--- config.mk ---
export PLATFORM = sky130hd
export DESIGN_NAME = ahb_apb_xfer_fsm
export DESIGN_NICKNAME = d
export VERILOG_FILES = /design/src/rtl/ahb_apb_xfer_fsm.sv
export SDC_FILE = /design/constraint.sdc
export NUM_CORES = 1
export LEC_CHECK = 0
export BUFFER_PORTS_ARGS = -buffer_cell sky130_fd_sc_hd__buf_2
export CAP_MARGIN = 40
export CELL_PAD_IN_SITES_DETAIL_PLACEMENT = 0
export CELL_PAD_IN_SITES_GLOBAL_PLACEMENT = 1
export CORE_ASPECT_RATIO = 0.75
export CORE_UTILIZATION = 43
export CTS_CLUSTER_SIZE = 28
export DETAILED_ROUTE_END_ITERATION = 7
export PLACE_DENSITY = 0.85
export SYNTH_ARGS = -nofsm -noshare
export SYNTH_HDL_FRONTEND = slang
export SYNTH_SLANG_ARGS = --single-unit
--- constraint.sdc ---
create_clock -name Hclk -period 5.3 [get_ports Hclk]
set_input_delay 0.265 -clock Hclk [delete_from_list [all_inputs] [get_ports Hclk]]
set_output_delay 0.265 -clock Hclk [all_outputs]
set_load 0.01 [all_outputs]
--- src/rtl/ahb_apb_xfer_fsm.sv ---
// Hclk-domain AHB-slave / APB-master transfer controller feeding the Hclk->Pclk synchronizers.
// Optional feature: define BRDG_XFER_CNT_EN to add the Xfer_cnt completed-transfer counter.
module ahb_apb_xfer_fsm #(
  parameter int SETUP_CYC  = 4,
  parameter int ENABLE_CYC = 4,
  parameter int RD_CYC     = 3
) (
  input  logic        Hclk,
  input  logic        Hresetn,
  input  logic        Hwrite,
  input  logic        Hreadyin,
  input  logic [1:0]  Htrans,
  input  logic [31:0] Haddr,
  input  logic [31:0] Hwdata,
  input  logic [31:0] Prdata_hclk,
  output logic        Hreadyout,
  output logic        Hresp,
  output logic [31:0] Hrdata,
  output logic        Penable_hclk,
  output logic        Pwrite_hclk,
  output logic [2:0]  Pselx_hclk,
  output logic [31:0] Paddr_hclk,
`ifdef BRDG_XFER_CNT_EN
  output logic [31:0] Pwdata_hclk,
  output logic [15:0] Xfer_cnt
`else
  output logic [31:0] Pwdata_hclk
`endif
);

  localparam int MAX_SE  = (SETUP_CYC > ENABLE_CYC) ? SETUP_CYC : ENABLE_CYC;
  localparam int MAX_CYC = (MAX_SE > RD_CYC) ? MAX_SE : RD_CYC;
  localparam int CW      = $clog2(MAX_CYC) + 1;

  localparam logic [CW-1:0] SETUP_LAST  = CW'(SETUP_CYC - 1);
  localparam logic [CW-1:0] ENABLE_LAST = CW'(ENABLE_CYC - 1);
  localparam logic [CW-1:0] RD_LAST     = CW'(RD_CYC - 1);

  typedef enum logic [2:0] {
    IDLE, WDATA, SETUP, ENABLE, RDWAIT, DONE, ERR1, ERR2
  } state_t;

  state_t        state, state_nxt;
  logic [CW-1:0] cnt, cnt_nxt;
  logic [31:0]   addr_lat, addr_lat_nxt;
  logic          write_lat, write_lat_nxt;
  logic [2:0]    sel_lat, sel_lat_nxt;

  logic          hreadyout_nxt, hresp_nxt, penable_nxt, pwrite_nxt;
  logic [2:0]    pselx_nxt;
  logic [31:0]   hrdata_nxt, paddr_nxt, pwdata_nxt;

  logic          valid;
  logic [2:0]    haddr_sel;

  // Each slave owns a 64 MB window starting at 0x8000_0000; 000 marks unmapped.
  function automatic logic [2:0] decode(input logic [31:0] a);
    case (a[31:26])
      6'b100000: decode = 3'b001;
      6'b100001: decode = 3'b010;
      6'b100010: decode = 3'b100;
      default:   decode = 3'b000;
    endcase
  endfunction

  assign valid     = Hreadyin && (Htrans inside {2'b10, 2'b11});
  assign haddr_sel = decode(Haddr);

  always_comb begin
    state_nxt     = state;
    cnt_nxt       = cnt;
    addr_lat_nxt  = addr_lat;
    write_lat_nxt = write_lat;
    sel_lat_nxt   = sel_lat;
    penable_nxt   = Penable_hclk;
    pwrite_nxt    = Pwrite_hclk;
    pselx_nxt     = Pselx_hclk;
    paddr_nxt     = Paddr_hclk;
    pwdata_nxt    = Pwdata_hclk;
    hrdata_nxt    = Hrdata;

    case (state)
      // DONE behaves like IDLE for acceptance so back-to-back transfers see no gap.
      IDLE, DONE: begin
        if (state == DONE) state_nxt = IDLE;
        if (valid) begin
          addr_lat_nxt  = Haddr;
          write_lat_nxt = Hwrite;
          sel_lat_nxt   = haddr_sel;
          cnt_nxt       = '0;
          if (haddr_sel == 3'b000) begin
            state_nxt = ERR1;
          end else if (Hwrite) begin
            state_nxt = WDATA;
          end else begin
            state_nxt  = SETUP;
            pselx_nxt  = haddr_sel;
            paddr_nxt  = Haddr;
            pwrite_nxt = 1'b0;
          end
        end
      end
      WDATA: begin
        pwdata_nxt = Hwdata;
        pselx_nxt  = sel_lat;
        paddr_nxt  = addr_lat;
        pwrite_nxt = write_lat;
        cnt_nxt    = '0;
        state_nxt  = SETUP;
      end
      SETUP: begin
        if (cnt == SETUP_LAST) begin
          cnt_nxt     = '0;
          penable_nxt = 1'b1;
          state_nxt   = ENABLE;
        end else begin
          cnt_nxt = cnt + CW'(1);
        end
      end
      ENABLE: begin
        if (cnt == ENABLE_LAST) begin
          cnt_nxt     = '0;
          penable_nxt = 1'b0;
          pselx_nxt   = 3'b000;
          state_nxt   = write_lat ? DONE : RDWAIT;
        end else begin
          cnt_nxt = cnt + CW'(1);
        end
      end
      RDWAIT: begin
        if (cnt == RD_LAST) begin
          cnt_nxt    = '0;
          hrdata_nxt = Prdata_hclk;
          state_nxt  = DONE;
        end else begin
          cnt_nxt = cnt + CW'(1);
        end
      end
      ERR1:    state_nxt = ERR2;
      ERR2:    state_nxt = IDLE;
      default: state_nxt = IDLE;
    endcase

    hreadyout_nxt = (state_nxt == IDLE) || (state_nxt == DONE) || (state_nxt == ERR2);
    hresp_nxt     = (state_nxt == ERR1) || (state_nxt == ERR2);
  end

  always_ff @(posedge Hclk or negedge Hresetn) begin
    if (!Hresetn) begin
      state        <= IDLE;
      cnt          <= '0;
      addr_lat     <= '0;
      write_lat    <= 1'b0;
      sel_lat      <= 3'b000;
      Hreadyout    <= 1'b1;
      Hresp        <= 1'b0;
      Hrdata       <= '0;
      Penable_hclk <= 1'b0;
      Pwrite_hclk  <= 1'b0;
      Pselx_hclk   <= 3'b000;
      Paddr_hclk   <= '0;
      Pwdata_hclk  <= '0;
    end else begin
      state        <= state_nxt;
      cnt          <= cnt_nxt;
      addr_lat     <= addr_lat_nxt;
      write_lat    <= write_lat_nxt;
      sel_lat      <= sel_lat_nxt;
      Hreadyout    <= hreadyout_nxt;
      Hresp        <= hresp_nxt;
      Hrdata       <= hrdata_nxt;
      Penable_hclk <= penable_nxt;
      Pwrite_hclk  <= pwrite_nxt;
      Pselx_hclk   <= pselx_nxt;
      Paddr_hclk   <= paddr_nxt;
      Pwdata_hclk  <= pwdata_nxt;
    end
  end

`ifdef BRDG_XFER_CNT_EN
  // DONE is only reachable from a successful APB phase, so errors never count.
  always_ff @(posedge Hclk or negedge Hresetn) begin
    if (!Hresetn) begin
      Xfer_cnt <= '0;
    end else if (state_nxt == DONE && state != DONE) begin
      Xfer_cnt <= Xfer_cnt + 16'd1;
    end
  end
`endif

endmodule

==> impl_results.md <==
- Worst Hold Path Cells: 3
- Most common cell after layout, fill and taps aside: buf_2
- Post-CTS Setup Bufs: 0
- PostCTS Resize Cnt: 0
- CTS tree: built
- GR Overflow Total: 0
- Wire length per cell: between 15 and 20 um
- Max Cap Violations: 0
- Root Buffer: clkbuf_16
- Status: completed
- Final period utilization: a little over half
- Post-synth top area share: ~57%
- Die Ht: 107 um
- Yosys top cell by area: dfrtp_1
- Slew headroom: between 40 and 50%
- Setup TNS: 0 ns
- ANT cells: 0
- CP required: around 5.6 ns
- CP Launch Type: flip-flop
- Initial Util: about 45%
- First-pass GRT wire length: 23500 um
- CTS Buf Count: 17
- Sink Count: about 150
- Critical path class: flip-flop to flip-flop
- Worst-Margin Slew: around 0.85 ns
- CTS hold repair buffers: 1
- Initial antenna violation count: 0
- Max H-tree Level: 4
- Async SR Flop Fraction: 100%
- CTS Buffer Depth: 2
- Detailed Place HPWL: roughly 10000 um
- Via density per instance: around 4.8
- Drc violations: 0
- Nature of the critical path endpoint: flip-flop
- Setup ws final: between 2 and 2.5 ns
- Fillers: 1167
- First-pass DRT Iterations: 4
- GP Congestion: a little over 0.8
- Die Wd: about 140 um
- Die Area: approximately 15000 um2
- Crit path DAT: ~3.1 ns
- Reg2reg path depth: 5
- PortBufs: 203
- Final ANT Viol Nets: 0
- Initial DRC count: 158
- Synthesized net count: about 590
- Setup Skew: approximately 0.0078 ns
- Post-Syn Area: 6280 um2
- Area contributors post-synth: dfrtp_1 (57%), mux2_2 (17%), nand2_1 (6.5%)
- Largest net degree at the start of global routing: between 80 and 90
- Power Total: 4.85 mW
- Final hold violation count: 0
- Unique cell type count in the Yosys netlist: 44
- Row cnt: 37
- Post-layout min period: ~2.8 ns
- Ports: approximately 210
- Leak: between 4 and 5 nW
- Unrepaired setup endpoints after global routing: no
- Synthesis Warnings: 0
- WHS: between 0.05 and 0.06 ns
- Drt total wl: about 15000 um
- Place WS: 2.46 ns
- Crit-path max FO: 44
- Layout Nets: about 790
- Cells after synthesis: 483
- Power per Cell Area: approximately 600 nW/um2
- Vias in the first global route: 4421
- Area grow syn2layout: 28.5%
- Worst skew pair latency: about 0.42 ns
- Layout cells sized above 1: a little over half
- Most used DFF post-synth: dfrtp_1
- Fmax: around 350 MHz
- All-Layer GR Usage: 20.6%
- Worst Hold Class: input pin to flip-flop
- Clock-pin slew on the worst setup and hold paths: 0.06 ns
- Maximum VDD drop: roughly 0.31 mV
- Post-synth EDFFs: 0
- Vias: ~4300
- Fin. max-slew vios: 0
- Core area: around 14000 um2
- Avg Cell Area, Syn: 13.0 um2
- Finish-stage setup viols: 0
- Yosys reg bits: 145
- Final core occ: between 50% and 60%
- Commonest non-fill, non-tap cells in the layout: buf_2 (202), dfrtp_1 (144), nand2_1 (109), mux2_2 (96), mux2_4 (26)
- Register area share after synthesis: roughly 58%
==> per-stage QoR <==
step	std cells	instance area, um2
2_1_floorplan	483	6280
3_3_place_gp	860	7410
3_5_place_dp	860	7410
4_1_cts	893	8070
5_1_grt	893	8070
6_report	893	8070
==> cell usage after synthesis, types with 2 or more instances <==
master,instances
o21ai_0,4
nand2b_1,2
nor3_1,3
dfrtp_1,144
nor4_2,2
nor2b_1,3
nand2_1,109
buf_1,3
inv_1,11
and2_1,3
buf_2,7
and3_1,3
a22o_1,6
buf_4,4
a21oi_1,2
o22ai_1,3
a31oi_1,3
mux2_2,96
o31ai_1,2
mux2_4,26
buf_6,7
o211ai_1,2
clkbuf_1,5
mux2i_1,3
ha_1,4
nor2_1,8
==> layout make-up <==
cell class                      count  area, um2  share of cell area [%]
Clock buffer                       17        425                    5.27
Multi-Input combinational cell    301       2440                    30.2
Inverter                           11       41.3                   0.512
Clock inverter                     15        219                    2.71
Timing Repair Buffer              209       1070                    13.3
Tap cell                          195        244                    3.02
Sequential cell                   145       3630                    45.0
==> worst paths after layout <==
check / start / endpoint / slack [ns]
min in group asynchronous: Hresetn / Pwdata_hclk[9] / 0.48
hold / removal: Haddr[16] / addr_lat[16] / 0.05
setup / recovery: state[2] / Paddr_hclk[19] / 2.48
max in group asynchronous: Hresetn / Paddr_hclk[30] / 3.50
setup reg to reg: state[2] / Paddr_hclk[19] / 2.48
hold reg to reg: sel_lat[0] / sel_lat[0] / 0.47
==> registers in the layout, summed over array words and instances (netlist names) <==
register	flops
Pselx_hclk	3
Penable_hclk	1
Paddr_hclk	32
Pwrite_hclk	1
Hresp	1
addr_lat	32
state	3
Hrdata	32
sel_lat	3
Hreadyout	1
write_lat	1
Pwdata_hclk	32
cnt	3
==> logic make-up after synthesis <==
| kind of cell | count (synthesis) | synth area share (%) |
|---|---|---|
| buf+inv | 37 | 3.43 |
| mux | 126 | 24.1 |
| fa+ha+maj | 4 | 0.797 |
| compound gates | 29 | 3.51 |
| flops | 145 | 57.8 |
| simple gates | 142 | 10.3 |
==> per-layer routing <==
| metal | global-route usage, % | vias to the layer above | routed length [um] |
|---|---|---|---|
| li1 | - | 2061 | - |
| met1 | 25.8 | 2114 | 6500 |
| met2 | 32.8 | 144 | 6930 |
| met3 | 7.82 | 12 | 1160 |
| met4 | 6.84 | 0 | 143 |
| met5 | 0 | - | 0 |
==> worst max-delay path, stage by stage (launching register included) <==
cell and delay (ns):
dfrtp_1 0.49, nand2b_2 0.32, nor2_4 0.61, buf_4 0.60, mux2_2 0.40, mux2_4 0.27
==> report_power, final <==
group	switching (mW)	internal, mW
clock network	0.501	0.803
logic	0.789	0.842
registers	0.286	1.63
total	1.58	3.27
Power figures use the tool's default switching activity.
